### src/rtl/regfile_wb_pkg.sv
// Shared types for the register-file writeback arbiter: default widths,
// the grant encoding and the buffered B-result entry.
package regfile_wb_pkg;

    localparam int DATA_W = 32;
    localparam int ADDR_W = 5;

    typedef enum logic [1:0] {
        GNT_NONE,
        GNT_A,
        GNT_B
    } grant_e;

    typedef struct packed {
        logic [ADDR_W-1:0] rd;
        logic [DATA_W-1:0] data;
    } wb_entry_t;

endpackage

### src/rtl/wb_fifo.sv
// Small synchronous FIFO (power-of-two depth, no bypass) buffering
// long-latency results until they win the register-file write port.
module wb_fifo #(
    parameter int W     = 37,
    parameter int DEPTH = 2
) (
    input  logic                     clock,
    input  logic                     reset,
    input  logic                     push,
    input  logic                     pop,
    input  logic [W-1:0]             wdata,
    output logic [W-1:0]             rdata,
    output logic [$clog2(DEPTH):0]   count,
    output logic                     empty
);

    localparam int PW = $clog2(DEPTH);
    localparam int CW = PW + 1;

    logic [W-1:0]  mem_q [DEPTH];
    logic [W-1:0]  mem_d [DEPTH];
    logic [PW-1:0] wr_ptr_q, wr_ptr_d;
    logic [PW-1:0] rd_ptr_q, rd_ptr_d;
    logic [CW-1:0] count_q, count_d;

    always_comb begin
        mem_d    = mem_q;
        wr_ptr_d = wr_ptr_q;
        rd_ptr_d = rd_ptr_q;
        count_d  = count_q + CW'(push) - CW'(pop);
        if (push) begin
            mem_d[wr_ptr_q] = wdata;
            wr_ptr_d        = wr_ptr_q + PW'(1);
        end
        if (pop) begin
            rd_ptr_d = rd_ptr_q + PW'(1);
        end
    end

    // Storage carries no reset; only the pointers and count define validity.
    always_ff @(posedge clock) begin
        mem_q <= mem_d;
    end

    always_ff @(posedge clock or posedge reset) begin
        if (reset) begin
            wr_ptr_q <= '0;
            rd_ptr_q <= '0;
            count_q  <= '0;
        end else begin
            wr_ptr_q <= wr_ptr_d;
            rd_ptr_q <= rd_ptr_d;
            count_q  <= count_d;
        end
    end

    assign rdata = mem_q[rd_ptr_q];
    assign count = count_q;
    assign empty = (count_q == '0);

endmodule

### src/rtl/regfile_wb_arbiter.sv
// Arbitrates the register file's single write port between the main
// writeback path (A) and a FIFO-buffered long-latency unit (B), and tracks
// outstanding B destinations for RAW/WAW stalls.
// Optional macro WB_STARVE_GUARD_EN forces a B grant after STARVE_MAX
// consecutive cycles in which buffered B results were passed over.
module regfile_wb_arbiter #(
    parameter int DATA_W     = regfile_wb_pkg::DATA_W,
    parameter int ADDR_W     = regfile_wb_pkg::ADDR_W,
    parameter int BUF_DEPTH  = 2,
    parameter int STARVE_MAX = 4
) (
    input  logic                         clock,
    input  logic                         reset,
    input  logic                         a_valid,
    input  logic [ADDR_W-1:0]            a_rd,
    input  logic [DATA_W-1:0]            a_data,
    output logic                         a_stall,
    input  logic                         b_valid,
    output logic                         b_ready,
    input  logic [ADDR_W-1:0]            b_rd,
    input  logic [DATA_W-1:0]            b_data,
    input  logic                         issue_valid,
    input  logic [ADDR_W-1:0]            issue_rd,
    input  logic [ADDR_W-1:0]            rs,
    input  logic [ADDR_W-1:0]            rt,
    output logic                         stall_rs,
    output logic                         stall_rt,
    output logic                         Regwrite,
    output logic [ADDR_W-1:0]            rd,
    output logic [DATA_W-1:0]            Write_data,
    output logic [$clog2(BUF_DEPTH):0]   fifo_count
);

    import regfile_wb_pkg::*;

    localparam int CW = $clog2(BUF_DEPTH) + 1;
    localparam int NREG = 2 ** ADDR_W;

    grant_e             gnt;
    wb_entry_t          head;
    wb_entry_t          push_entry;
    logic               fifo_empty;
    logic               push;
    logic               pop;
    logic               force_b;

    logic [NREG-1:0]    pending_q, pending_d;
    logic               regwrite_q, regwrite_d;
    logic [ADDR_W-1:0]  rd_q, rd_d;
    logic [DATA_W-1:0]  write_data_q, write_data_d;

    assign push_entry = '{rd: b_rd, data: b_data};
    assign b_ready    = (fifo_count < CW'(BUF_DEPTH));
    assign push       = b_valid && b_ready;
    assign pop        = (gnt == GNT_B);

    wb_fifo #(
        .W     ($bits(wb_entry_t)),
        .DEPTH (BUF_DEPTH)
    ) u_fifo (
        .clock (clock),
        .reset (reset),
        .push  (push),
        .pop   (pop),
        .wdata (push_entry),
        .rdata (head),
        .count (fifo_count),
        .empty (fifo_empty)
    );

`ifdef WB_STARVE_GUARD_EN
    localparam int SW = $clog2(STARVE_MAX + 1);

    logic [SW-1:0] starve_q, starve_d;

    assign force_b = (starve_q == SW'(STARVE_MAX)) && !fifo_empty;

    always_comb begin
        starve_d = starve_q;
        if (gnt == GNT_B || fifo_empty) begin
            starve_d = '0;
        end else if (starve_q != SW'(STARVE_MAX)) begin
            starve_d = starve_q + SW'(1);
        end
    end

    always_ff @(posedge clock or posedge reset) begin
        if (reset) begin
            starve_q <= '0;
        end else begin
            starve_q <= starve_d;
        end
    end
`else
    assign force_b = 1'b0;
`endif

    assign a_stall  = (a_valid && pending_q[a_rd]) || force_b;
    assign stall_rs = pending_q[rs];
    assign stall_rt = pending_q[rt];

    always_comb begin
        gnt = GNT_NONE;
        if (a_valid && !a_stall) begin
            gnt = GNT_A;
        end else if (!fifo_empty) begin
            gnt = GNT_B;
        end
    end

    // Winner's write is registered; address/data hold when nobody wins.
    always_comb begin
        regwrite_d   = 1'b0;
        rd_d         = rd_q;
        write_data_d = write_data_q;
        case (gnt)
            GNT_A: begin
                regwrite_d   = (a_rd != '0);
                rd_d         = a_rd;
                write_data_d = a_data;
            end
            GNT_B: begin
                regwrite_d   = (head.rd != '0);
                rd_d         = head.rd;
                write_data_d = head.data;
            end
            default: ;
        endcase
    end

    // Clear before set so a same-cycle reissue of the retiring register stays pending.
    always_comb begin
        pending_d = pending_q;
        if (gnt == GNT_B) begin
            pending_d[head.rd] = 1'b0;
        end
        if (issue_valid && issue_rd != '0) begin
            pending_d[issue_rd] = 1'b1;
        end
        pending_d[0] = 1'b0;
    end

    always_ff @(posedge clock or posedge reset) begin
        if (reset) begin
            pending_q    <= '0;
            regwrite_q   <= 1'b0;
            rd_q         <= '0;
            write_data_q <= '0;
        end else begin
            pending_q    <= pending_d;
            regwrite_q   <= regwrite_d;
            rd_q         <= rd_d;
            write_data_q <= write_data_d;
        end
    end

    assign Regwrite   = regwrite_q;
    assign rd         = rd_q;
    assign Write_data = write_data_q;

endmodule

### config.mk
export PLATFORM = sky130hd
export DESIGN_NAME = regfile_wb_arbiter
export DESIGN_NICKNAME = d
export VERILOG_FILES = /design/src/rtl/regfile_wb_pkg.sv /design/src/rtl/wb_fifo.sv /design/src/rtl/regfile_wb_arbiter.sv
export SDC_FILE = /design/constraint.sdc
export NUM_CORES = 1
export LEC_CHECK = 0
export CORE_ASPECT_RATIO = 0.7
export CORE_MARGIN = 5
export CORE_UTILIZATION = 45
export CTS_BUF_LIST = sky130_fd_sc_hd__clkbuf_4 sky130_fd_sc_hd__clkbuf_8
export DETAILED_ROUTE_END_ITERATION = 12
export PLACE_DENSITY = 0.79
export SLEW_MARGIN = 10
export SYNTH_ARGS = -nofsm -noshare
export SYNTH_HDL_FRONTEND = slang
export SYNTH_SLANG_ARGS = --single-unit
### constraint.sdc
create_clock -name clock -period 3.3 [get_ports clock]
set_input_delay 0.825 -clock clock [delete_from_list [all_inputs] [get_ports clock]]
set_output_delay 0.825 -clock clock [all_outputs]
set_load 0.02 [all_outputs]
==> results.md <==
- Area delta synth->final: 32.7%
- Avg WL per Cell: about 19 um
- Initial antenna violation count: 0
- Worst slew margin: 42.4%
- Peak supply drop: 417 uV
- Critical path endpoint category: output port
- Global-route wire length before repair: ~29 mm
- CTS Buf Count: 17
- Drt first pass iters: 5
- Final net count: 850
- # setup viols final: 0
- Ys Warns: 0
- DIE HEIGHT: 114 um
- Core Util, Final: roughly three fifths
- Register area: 0.00405 mm2
- Post-route ant nets: 0
- Post-synth ARST share: 49.7%
- Reg clk slew, reported paths: approximately 0.090 ns
- Initial Utilization: 46.4%
- Seq cells post-synth: between 100 and 150
- Max Transition Viols Final: 0
- Dpl cells: 926
- Main synth FF type: edfxtp_1
- Crit-path max FO: 5
- Area of the die: between 0.015 and 0.02 mm2
- Antenna Cells: 0
- Critical Path RT: between 2 and 2.5 ns
- CP arrival: 2.43 ns
- Worst setup SP type: input pin
- Die Span X: 158 um
- Max Root-Sink Buffers: 2
- Number of synthesized flops with an enable pin: 74
- DRT iter0 DRCs: ~370
- Synthesized Nets: roughly 700
- Syn avg cell area: 11.5 um2
- DR vias/cell: 5.51
- Synth Instances: ~600
- Unique masters post-synth: 35
- Commonest non-fill, non-tap cell in the layout: nand2_1
- Final wirelength: 17.8 mm
- Post-Syn Area: between 0.006 and 0.007 mm2
- RSZ-0062 raised after global routing: no
- Clock latency at the later pin of the worst-skew pair: around 0.44 ns
- Total GRT Usage: between 20% and 30%
- Tmin final: ~3.3 ns
- Routability cong.: 0.936
- Final Total Pwr: 0.00779 W
- Worst hold path class: reg2reg
- IO buf count: around 140
- Critical path class: in2out
- Sink Count: 147
- Max Clk Rate: ~300 MHz
- DRC Markers: 0
- Detail Placement HPWL: 12.9 mm
- Number of global-route vias before repair: ~5400
- H-tree depth: 4
- # rows: 37
- Final Non-Filler Cells: 962
- Fin. Hold Viols: 0
- Max cap viols: 0
- Grt total ovfl: 0
- Post-synthesis sequential area ratio: 58.8%
- CTS root buffer: clkbuf_8
- CTS tree: yes
- Multi-input combinational cell area: between 0.002 and 0.003 mm2
- Worst Tran Pin Value: between 0.8 and 0.9 ns
- Top-level I/O count: 138
- Share of layout cells above drive strength 1: 13.7%
- Core ar.: 0.0149 mm2
- Clock skew: ~0.019 ns
- Status: completed
- Leak Pwr: around 3.6 nW
- Most frequent cells in the layout: nand2_1 (137), clkdlybuf4s50_1 (127), edfxtp_1 (74)
- FILL cells: 1105
- Final worst path period share: 98.7%
- Pin count of the biggest net entering global routing: 74
- PD cells: 852 mW/mm2
- DR vias: 5298
synth_stat cells (2+ instances only):
master,instances,area share [%]
xnor2_1,2,0.25
o21ai_0,43,3.1
ha_1,2,0.36
nand2_1,137,7.5
o31ai_1,19,2.1
nor2b_1,3,0.27
clkbuf_1,15,0.82
nor3b_1,7,0.76
a21oi_1,36,2.6
and3_1,4,0.36
xor2_1,2,0.25
mux2i_1,45,6.5
dfrtp_1,73,27
o21ai_1,12,0.87
mux4_2,21,6.9
nor3_1,6,0.44
buf_4,5,0.54
edfxtp_1,74,32
mux2_2,12,2.0
buf_1,2,0.11
buf_2,10,0.73
inv_1,7,0.38
nor2_1,52,2.8
worst max-delay path, cell delays in order:
cell and delay (ns):
buf_6 0.10, buf_12 0.12, mux4_2 0.49, mux4_2 0.48, mux2_4 0.29, buf_6 0.13
per-layer routing:
layer	vias to the layer above	part of all wire, %	track usage (%)
li1	2463	-	-
met4	0	2.2	7.22
met1	2508	41	27.9
met3	41	11	6.37
met5	-	0	0
met2	286	46	31.0
stage by stage:
stage | setup slack, ns | hold slack (ns) | TNS [ns] | cell area [um2]
after floorplan | 0.0937 | 0.455 | 0 | 6890
after global placement | -0.783 | 0.525 | -11.99 | 8630
after detailed placement | -0.813 | 0.536 | -14.86 | 8630
after CTS | 0.00644 | 0.548 | 0 | 9130
after global routing | 0.00351 | 0.559 | 0 | 9140
final | 0.0429 | 0.544 | 0 | 9140
path summary, 6_finish.rpt:
path / start / end / slack [ns] / cells past startpoint
hold / removal: u_fifo.wr_ptr_q$_DFFE_PP0P_ / u_fifo.wr_ptr_q$_DFFE_PP0P_ / 0.54 / 1
max in group asynchronous: reset / Write_data[0]$_DFFE_PP0P_ / 2.18 / 3
setup / recovery: rs[0] / stall_rs / 0.04 / 6
hold reg to reg: u_fifo.wr_ptr_q$_DFFE_PP0P_ / u_fifo.wr_ptr_q$_DFFE_PP0P_ / 0.54 / 1
min in group asynchronous: reset / rd[4]$_DFFE_PP0P_ / 0.80 / 3
setup reg to reg: pending_q[20]$_DFF_PP0_ / u_fifo.count[1]$_DFF_PP0_ / 0.65 / 11
timing repair:
action,CTS,global route
hold buffers,0,0
pin swaps,2,1
setup endpoints to repair,3,3
buffers inserted,1,0
gates resized for setup,39,4
cloned,3,0
final cells by class:
| cell class | instances | area share (%) |
|---|---|---|
| multi-input cells | 414 | 29.3 |
| repair buffers | 167 | 19.1 |
| inverters | 7 | 0.288 |
| clock inverters | 15 | 1.77 |
| clock buffers | 17 | 2.56 |
| flip-flops and latches | 147 | 44.3 |
| well taps | 195 | 2.67 |
registers in the layout, summed over array words and instances, names as in the netlist:
signal,count
u_fifo.mem_q,74
Write_data,32
pending_q,31
rd,5
u_fifo.count,2
Regwrite,1
u_fifo.rd_ptr_q,1
u_fifo.wr_ptr_q,1
where the power goes:
group,internal [W],switching [W]
logic,0.00151,0.00170
registers,0.00258,0.000590
clock network,0.000634,0.000776
kinds of logic (layout without fill, tap and decap cells):
| kind of cell | Yosys count | count (layout) | share of synthesized area [%] |
|---|---|---|---|
| buf+inv | 40 | 206 | 2.74 |
| mux | 78 | 78 | 15.4 |
| flops | 147 | 147 | 58.8 |
| simple gates | 214 | 214 | 12.6 |
| xor+xnor | 4 | 4 | 0.509 |
| fa+ha+maj | 2 | 2 | 0.363 |
| compound gates | 116 | 116 | 9.63 |
(Power assumes the default switching activity.)
